## config.mk

```make
export PLATFORM = sky130hd
export DESIGN_NAME = if_id_pipe_ctrl_flat
export DESIGN_NICKNAME = d
export VERILOG_FILES = /design/src/rtl/if_id_pipe_ctrl_if.sv /design/src/rtl/if_id_pipe_ctrl.sv /design/src/flat_wrapper.sv
export SDC_FILE = /design/constraint.sdc
export NUM_CORES = 1
export LEC_CHECK = 0
export ABC_AREA = 1
export ABC_CLOCK_PERIOD_IN_PS = 1500
export BUFFER_PORTS_ARGS = -buffer_cell sky130_fd_sc_hd__buf_2
export CAP_MARGIN = 20
export CORE_MARGIN = 10
export CORE_UTILIZATION = 44
export CTS_BUF_LIST = sky130_fd_sc_hd__clkbuf_16
export DETAILED_ROUTE_END_ITERATION = 6
export PLACE_DENSITY = 0.76
export REMOVE_ABC_BUFFERS = 1
export SETUP_SLACK_MARGIN = 0.15
export SLEW_MARGIN = 20
export SYNTH_ARGS = -nofsm -noshare
export SYNTH_HDL_FRONTEND = slang
export SYNTH_SLANG_ARGS = --single-unit
```

## constraint.sdc

```tcl
create_clock -name clk -period 1.5 [get_ports clk]
set_input_delay 0.3 -clock clk [delete_from_list [all_inputs] [get_ports clk]]
set_output_delay 0.3 -clock clk [all_outputs]
set_load 0.05 [all_outputs]
```

## src/rtl/if_id_pipe_ctrl_if.sv

```systemverilog
// IF/ID control bundle: fetch-side inputs, hazard/flush requests and the
// registered IF/ID fields plus stall/flush statistics.
interface if_id_pipe_ctrl_if #(
  parameter int XLEN  = 32,
  parameter int ILEN  = 32,
  parameter int CNT_W = 16
);
  logic             stall_in;
  logic             branch_taken;
  logic [XLEN-1:0]  if_pc;
  logic [ILEN-1:0]  if_instr;
  logic             pc_write;
  logic [XLEN-1:0]  if_id_pc;
  logic [ILEN-1:0]  if_id_instr;
  logic             if_id_valid;
  logic             id_ex_bubble;
  logic [CNT_W-1:0] stall_cnt;
  logic [CNT_W-1:0] flush_cnt;
  logic             stall_err;

  modport master (
    output stall_in, branch_taken, if_pc, if_instr,
    input  pc_write, if_id_pc, if_id_instr, if_id_valid, id_ex_bubble,
           stall_cnt, flush_cnt, stall_err
  );

  modport slave (
    input  stall_in, branch_taken, if_pc, if_instr,
    output pc_write, if_id_pc, if_id_instr, if_id_valid, id_ex_bubble,
           stall_cnt, flush_cnt, stall_err
  );
endinterface

```

## src/rtl/if_id_pipe_ctrl.sv

```systemverilog
// IF/ID pipeline register with load-use stall / branch flush application,
// PC write gating, saturating statistics and a runaway-stall watchdog.
module if_id_pipe_ctrl #(
  parameter int              XLEN      = 32,
  parameter int              ILEN      = 32,
  parameter logic [ILEN-1:0] NOP_INSTR = 32'h0000_0013,
  parameter int              CNT_W     = 16,
  parameter int              MAX_STALL = 4
) (
  input  logic             clk,
  input  logic             rst_n,
  if_id_pipe_ctrl_if.slave bus
);

  localparam int                RUN_W   = $clog2(MAX_STALL + 2);
  localparam logic [RUN_W-1:0]  RUN_MAX = RUN_W'(MAX_STALL + 1);

  typedef enum logic [1:0] {
    S_RUN   = 2'd0,
    S_STALL = 2'd1,
    S_FLUSH = 2'd2
  } state_e;

  typedef struct packed {
    logic [XLEN-1:0] pc;
    logic [ILEN-1:0] instr;
    logic            valid;
  } ifid_t;

  localparam ifid_t IFID_RST = '{pc: '0, instr: NOP_INSTR, valid: 1'b0};

  state_e           state_q, state_nxt;
  ifid_t            ifid_q, ifid_nxt;
  logic [RUN_W-1:0] run_q, run_nxt;
  logic [CNT_W-1:0] stall_cnt_q, stall_cnt_nxt;
  logic [CNT_W-1:0] flush_cnt_q, flush_cnt_nxt;
  logic             err_q, err_nxt;
  logic             do_flush, do_stall;

  // Flush outranks stall: a stall request on a flushing cycle is dropped.
  assign do_flush = bus.branch_taken;
  assign do_stall = bus.stall_in & ~bus.branch_taken;

  assign bus.pc_write     = ~bus.stall_in | bus.branch_taken;
  assign bus.id_ex_bubble =  bus.stall_in | bus.branch_taken;

  // State records which action the most recent edge applied.
  always_comb begin
    state_nxt = state_q;
    case (state_q)
      S_RUN, S_FLUSH, S_STALL: begin
        if (do_flush)      state_nxt = S_FLUSH;
        else if (do_stall) state_nxt = S_STALL;
        else               state_nxt = S_RUN;
      end
      default: state_nxt = S_RUN;
    endcase
  end

  always_comb begin
    ifid_nxt = ifid_q;
    if (do_flush) begin
      ifid_nxt = IFID_RST;
    end else if (!do_stall) begin
      ifid_nxt.pc    = bus.if_pc;
      ifid_nxt.instr = bus.if_instr;
      ifid_nxt.valid = 1'b1;
    end
  end

  // Run length of back-to-back stall edges; any other edge restarts it.
  always_comb begin
    run_nxt = '0;
    if (state_nxt == S_STALL)
      run_nxt = (run_q == RUN_MAX) ? RUN_MAX : run_q + RUN_W'(1);
    err_nxt = err_q | (run_nxt == RUN_MAX);
  end

  always_comb begin
    stall_cnt_nxt = stall_cnt_q;
    flush_cnt_nxt = flush_cnt_q;
    if (do_stall && stall_cnt_q != '1) stall_cnt_nxt = stall_cnt_q + CNT_W'(1);
    if (do_flush && flush_cnt_q != '1) flush_cnt_nxt = flush_cnt_q + CNT_W'(1);
  end

  always_ff @(posedge clk or negedge rst_n) begin
    if (!rst_n) begin
      state_q     <= S_RUN;
      ifid_q      <= IFID_RST;
      run_q       <= '0;
      err_q       <= 1'b0;
      stall_cnt_q <= '0;
      flush_cnt_q <= '0;
    end else begin
      state_q     <= state_nxt;
      ifid_q      <= ifid_nxt;
      run_q       <= run_nxt;
      err_q       <= err_nxt;
      stall_cnt_q <= stall_cnt_nxt;
      flush_cnt_q <= flush_cnt_nxt;
    end
  end

  assign bus.if_id_pc    = ifid_q.pc;
  assign bus.if_id_instr = ifid_q.instr;
  assign bus.if_id_valid = ifid_q.valid;
  assign bus.stall_cnt   = stall_cnt_q;
  assign bus.flush_cnt   = flush_cnt_q;
  assign bus.stall_err   = err_q;

endmodule

```

## src/flat_wrapper.sv

```systemverilog
// flat-port wrapper written by rule: the top's interface ports become plain ports
module if_id_pipe_ctrl_flat 
#(
  parameter int              XLEN      = 32,
  parameter int              ILEN      = 32,
  parameter logic [ILEN-1:0] NOP_INSTR = 32'h0000_0013,
  parameter int              CNT_W     = 16,
  parameter int              MAX_STALL = 4
)
  (clk, rst_n, bus_stall_in, bus_branch_taken, bus_if_pc, bus_if_instr, bus_pc_write, bus_if_id_pc, bus_if_id_instr, bus_if_id_valid, bus_id_ex_bubble, bus_stall_cnt, bus_flush_cnt, bus_stall_err);
  if_id_pipe_ctrl_if #(.XLEN(XLEN), .ILEN(ILEN), .CNT_W(CNT_W)) bus_i ();
  input  logic clk;
  input  logic rst_n;
  input wire logic [$bits(bus_i.stall_in)-1:0] bus_stall_in;
  input wire logic [$bits(bus_i.branch_taken)-1:0] bus_branch_taken;
  input wire logic [$bits(bus_i.if_pc)-1:0] bus_if_pc;
  input wire logic [$bits(bus_i.if_instr)-1:0] bus_if_instr;
  output wire logic [$bits(bus_i.pc_write)-1:0] bus_pc_write;
  output wire logic [$bits(bus_i.if_id_pc)-1:0] bus_if_id_pc;
  output wire logic [$bits(bus_i.if_id_instr)-1:0] bus_if_id_instr;
  output wire logic [$bits(bus_i.if_id_valid)-1:0] bus_if_id_valid;
  output wire logic [$bits(bus_i.id_ex_bubble)-1:0] bus_id_ex_bubble;
  output wire logic [$bits(bus_i.stall_cnt)-1:0] bus_stall_cnt;
  output wire logic [$bits(bus_i.flush_cnt)-1:0] bus_flush_cnt;
  output wire logic [$bits(bus_i.stall_err)-1:0] bus_stall_err;
  assign bus_i.stall_in = bus_stall_in;
  assign bus_i.branch_taken = bus_branch_taken;
  assign bus_i.if_pc = bus_if_pc;
  assign bus_i.if_instr = bus_if_instr;
  assign bus_pc_write = bus_i.pc_write;
  assign bus_if_id_pc = bus_i.if_id_pc;
  assign bus_if_id_instr = bus_i.if_id_instr;
  assign bus_if_id_valid = bus_i.if_id_valid;
  assign bus_id_ex_bubble = bus_i.id_ex_bubble;
  assign bus_stall_cnt = bus_i.stall_cnt;
  assign bus_flush_cnt = bus_i.flush_cnt;
  assign bus_stall_err = bus_i.stall_err;
  if_id_pipe_ctrl #(.XLEN(XLEN), .ILEN(ILEN), .NOP_INSTR(NOP_INSTR), .CNT_W(CNT_W), .MAX_STALL(MAX_STALL)) u_core (.clk(clk), .rst_n(rst_n), .bus(bus_i));
endmodule
```

==> Yosys cells after proc, flatten, opt, wreduce, memory -nomap -nowiden <==
Index checks and enable logic that the tools add are counted.
{ "word_totals": {"regBits": 103, "inputBits": 68} }
{ "classes": {"addsub": 3, "n_reduce_logical": 4, "n_eq_ne": 8, "n_mux": 7, "bitwise_logic": 6} }
{ "ops": {"columns": ["cell", "n"], "rows": [
  ["two-way mux 65 bit", 2],
  ["adder 16 x 1 -> 16 bit, second input constant", 2],
  ["!= test 16 bit, second input constant", 2],
  ["equality test 3 bit, second input constant", 2],
  ["two-way mux 3 bit", 2],
  ["equality test 2 x 1 -> 1 bit, second input constant", 2],
  ["two-way mux 2 bit", 2],
  ["adder 3 x 1 -> 3 bit, second input constant", 1],
  ["bitwise OR 1 bit", 3],
  ["OR reduction 3 bit", 1],
  ["equality test 2 bit, second input constant", 1],
  ["logical AND 1 bit", 2],
  ["logical NOT 2 bit", 1],
  ["!= test 2 bit, second input constant", 1],
  ["NOT 1 bit", 2],
  ["AND 1 bit", 1],
  ["two-way mux 1 bit", 1]
]} }

==> Depth between registers and ports, before layout <==
{ "logic_depth": {"word_depth": 9, "ltp_mapped": 10} }

==> Least setup slack after synthesis <==
OpenSTA, ideal clock, no wires.
{ "synth_path": {"kind": "register -> register", "start": "register u_core.flush_cnt_q[0] (netlist: u_core.bus.flush_cnt[0])", "end": "register u_core.flush_cnt_q[10] (netlist: u_core.bus.flush_cnt[10])", "t_required_ns": 1.377, "setup_ns": 0.123, "path_buffers": 0, "t_arrival_ns": 1.691, "stages_incl_launch_ff": 9, "path_slack_ns": -0.313, "path_cell_list": "dfrtp_1 -> ha_1 -> inv_1 -> nor2_2 -> nand2_2 -> nor2_2 -> nand2_1 -> o21ai_1 -> nand2_1"} }
{ "synth_via": {"elab_chain_cells": 2, "elab_cells_between_ends": 3, "cone_classes": "add/sub: 1; eq/ne: 1; reduce/logical: 1"} }
{ "synth_rtl": {"columns": ["item", "line_no", "source"], "rows": [
  ["start, declared", "if_id_pipe_ctrl.sv:36", "logic [CNT_W-1:0] flush_cnt_q, flush_cnt_nxt;"],
  ["start signal, assigned", "if_id_pipe_ctrl.sv:100", "flush_cnt_q <= flush_cnt_nxt;"],
  ["branches (longest 2 deep; another with adder 16 x 1 -> 16 bit)", null, null]
]} }
Parallel ways; which one is timed is not known.
A chain may end at the register's enable or synchronous reset.

==> Final worst setup path <==
{ "layout_path": {"start": "register u_core.flush_cnt_q[0] (netlist: u_core.bus.flush_cnt[0])", "end": "register u_core.flush_cnt_q[12] (netlist: u_core.bus.flush_cnt[12])"} }
Same word-level chain as after synthesis.

==> out/summary.txt <==
worst-path fanout max = 4
Layout Area Growth over Synthesis = 52.8%
critical path's largest stage delay = 0.40 ns
PortBufs = 167
Design Area, Final = 6850 um^2
Slew headroom = 76.2%
Ports = 168
sequential area share after synthesis = 57.6%
Die Ht = 121 um
clock share of power = 28.5%
root buffer cell = clkbuf_16
# nets final = 749
clk_skew = 0.00527 ns
Avg Vias per Cell = 5.09
routed len/inst = 17.6 um
final wirelength = 14,400 um
H-tree levels = 3
flop and latch count out of synthesis = 103
Slew Limit Fails = 0
final worst slack = 0.0748 ns
worst min path class = in -> reg
Period minus WS final = 1.43 ns
Syn. warnings = 0
DRT iter0 DRCs = 199
P_int = 0.00539 W
Cell Chain, Critical Path = ha_2, inv_2, nor2_4, nand2_4, nor2_4, buf_4, nand3_1, nand2_1, nand2_1
final worst path period share = 95.0%
outcome = finished clean
Max Clk Rate = 702 MHz
final count of negative-setup-slack endpoints = 0
CTS clk-pin slew, worst paths = 0.07 ns
slowest library cell on the worst path = dfrtp_1
GRT Resource Usage Total = 19.0%
area leader, netlist = dfrtp_1
Rows = 36
Detail Placement HPWL = 10,100 um
layout cell share with drive strength beyond 1 = 46.2%
placed inst area = 5720 um^2
largest net degree at the start of global routing = 62
Required @ worst endpoint = 1.73 ns
sequential power share = 38.9%
Arrival @ worst endpoint = 1.66 ns
maximum vdd drop = 592 uV
Clock Latency Late Sink = 0.34 ns
n_diodes = 0
Yosys cell types = 27
DRC = 0
RSZ-0062 raised after global routing = yes
power per cell area = 1220 nW/um^2
Sw Share = 35.4%
WS Path Type = reg -> reg
clk sinks = 103
gr ovfl total = 0
Worst Setup Slack post-DPL = -0.0231 ns
endpoints failing hold = 0
hold_ws = 0.186 ns
Die ar. = 14,600 um^2
R2R Setup Slk = 0.07 ns
Startpoint Class = register
vias post-DR = 4,156
post-synth top area share = 55.8%
Placer Congestion = 0.861
first-pass GRT wire length = 22,500 um
Mapped Cells = 454
drt first pass iters = 4
remaining antenna violation count after routing = 0
Die Wd = 121 um
crit end category = register
CTS buffer count = 9
sw power = 0.00295 W
Mean Syn Cell Area = 9.88 um^2
synthesized area = 4480 um^2
Max clock buf depth = 2
initial core utilization = 45.5%
Worst Tran Pin Value = 0.357 ns
top cells by area, synth = dfrtp_1 (56%), a22o_1 (12%), nand2_1 (10%), nor2_1 (2.8%), inv_1 (2.6%)
combinational share of power = 32.5%
P_leak = 3.50 nW
maxcap violations = 0
initial antenna violation count = 0
CTS tree = done
total core area = 9860 um^2
vias in the first global route = 4,398
==> logic make-up after synthesis <==
| group | Yosys count | share of synthesized area (%) |
|---|---|---|
| flip-flops | 103 | 57.6 |
| AND/OR/NAND/NOR | 208 | 20.4 |
| buffers and inverters | 53 | 5.66 |
| AO/OA/AOI/OAI | 82 | 14.6 |
| XOR/XNOR | 6 | 1.17 |
| adder cells (fa/ha/maj) | 2 | 0.558 |
==> path summary, 6_finish.rpt <==
| path | start | end | cells after the start |
|---|---|---|---|
| worst max-delay path | u_core.bus.flush_cnt[0]$_DFFE_PN0P_ | u_core.bus.flush_cnt[12]$_DFFE_PN0P_ | 9 |
| worst min-delay path | bus_if_pc[15] | u_core.bus.if_id_pc[15]$_DFFE_PN0P_ | 2 |
| worst max register to register | u_core.bus.flush_cnt[0]$_DFFE_PN0P_ | u_core.bus.flush_cnt[12]$_DFFE_PN0P_ | 9 |
| worst min register to register | u_core.state_q[1]$_DFF_PN0_ | u_core.state_q[1]$_DFF_PN0_ | 1 |
| max in group asynchronous | rst_n | u_core.bus.if_id_pc[8]$_DFFE_PN0P_ | 3 |
| min in group asynchronous | rst_n | u_core.bus.flush_cnt[7]$_DFFE_PN0P_ | 2 |
==> sequential cells by signal, indices dropped and copies added (netlist names) <==
name,flops
u_core.bus.if_id_instr,32
u_core.bus.flush_cnt,16
u_core.bus.if_id_pc,32
u_core.state_q,2
u_core.bus.stall_err,1
u_core.bus.stall_cnt,16
u_core.bus.if_id_valid,1
u_core.run_q,3
==> stage by stage <==
stage | util, % | setup TNS, ns | power (W) | cells
2_1_floorplan | - | -32.97 | 0.00455 | 440
3_3_place_gp | 58.0 | 0 | 0.00530 | 778
3_5_place_dp | 58.0 | -0.0763 | 0.00536 | 778
4_1_cts | 64.7 | 0 | 0.00807 | 801
5_1_grt | 69.4 | -0.00705 | 0.00872 | 817
6_report | 69.4 | 0 | 0.00835 | 817
==> power groups by stage <==
stage	Sequential (W)	Clock, W	Combinational [W]
6_report	0.00325	0.00238	0.00272
5_1_grt	0.00328	0.00257	0.00287
2_1_floorplan	0.00411	0	0.000445
3_3_place_gp	0.00323	0	0.00208
3_5_place_dp	0.00324	0	0.00212
4_1_cts	0.00320	0.00244	0.00243
==> cell usage in the layout, fill, tap and decap left out, types with 17 or more instances in the layout <==
cell / instances
buf_2: 129
nand2_1: 105
dfrtp_1: 96
a22o_1: 61
buf_4: 35
inv_1: 29
buf_8: 26
buf_6: 26
nor2_4: 19
nor2_1: 17
==> timing repair <==
item | 4_1_cts | 5_1_grt
hold buffers | 1 | 0
endpoints found under the hold margin | 19 | 0
gates cloned | 0 | 1
gates resized for setup | 92 | 96
endpoints found under the setup margin | 60 | 67
buffers inserted | 6 | 15
pin swaps | 12 | 26
==> cells in the mapped netlist <==
library cell,count
nand2_1,119
dfrtp_1,100
a22o_1,61
nor2_1,33
inv_1,31
nand3_1,16
nand4_1,16
o21ai_1,11
inv_2,8
nor2_2,8
buf_6,7
clkbuf_1,5
nand2_2,5
xnor2_1,5
nand3b_1,4
nor3_1,4
a21oi_1,3
dfstp_2,3
o22a_1,3
buf_2,2
ha_1,2
nor2_4,2
o21ai_0,2
a211oi_1,1
nand2_4,1
o21bai_1,1
xor2_1,1
==> critical path: cells and delay by family, from the launching register on <==
| kind | cells | cell delay, ns |
|---|---|---|
| buffers and inverters | 2 | 0.19 |
| adder cells (fa/ha/maj) | 1 | 0.21 |
| AND/OR/NAND/NOR | 6 | 0.52 |
| flip-flops | 1 | 0.40 |
==> final cells by class <==
class                   count  area, um^2
fillers                   711        3010
well taps                 133         166
clock inverters             7        80.1
inverters                  39         146
flip-flops and latches    103        2590
multi-input cells         299        1920
repair buffers            227        1730
clock buffers               9         225
==> metal layers <==
| metal | track usage [%] | wire length, um | vias to the layer above |
|---|---|---|---|
| met5 | 0 | 0 | - |
| met4 | 6.03 | 189 | 0 |
| met3 | 8.19 | 1270 | 17 |
| met2 | 31.4 | 7210 | 145 |
| met1 | 21.6 | 5720 | 2010 |
| li1 | - | - | 1984 |
(Power assumes the default switching activity.)
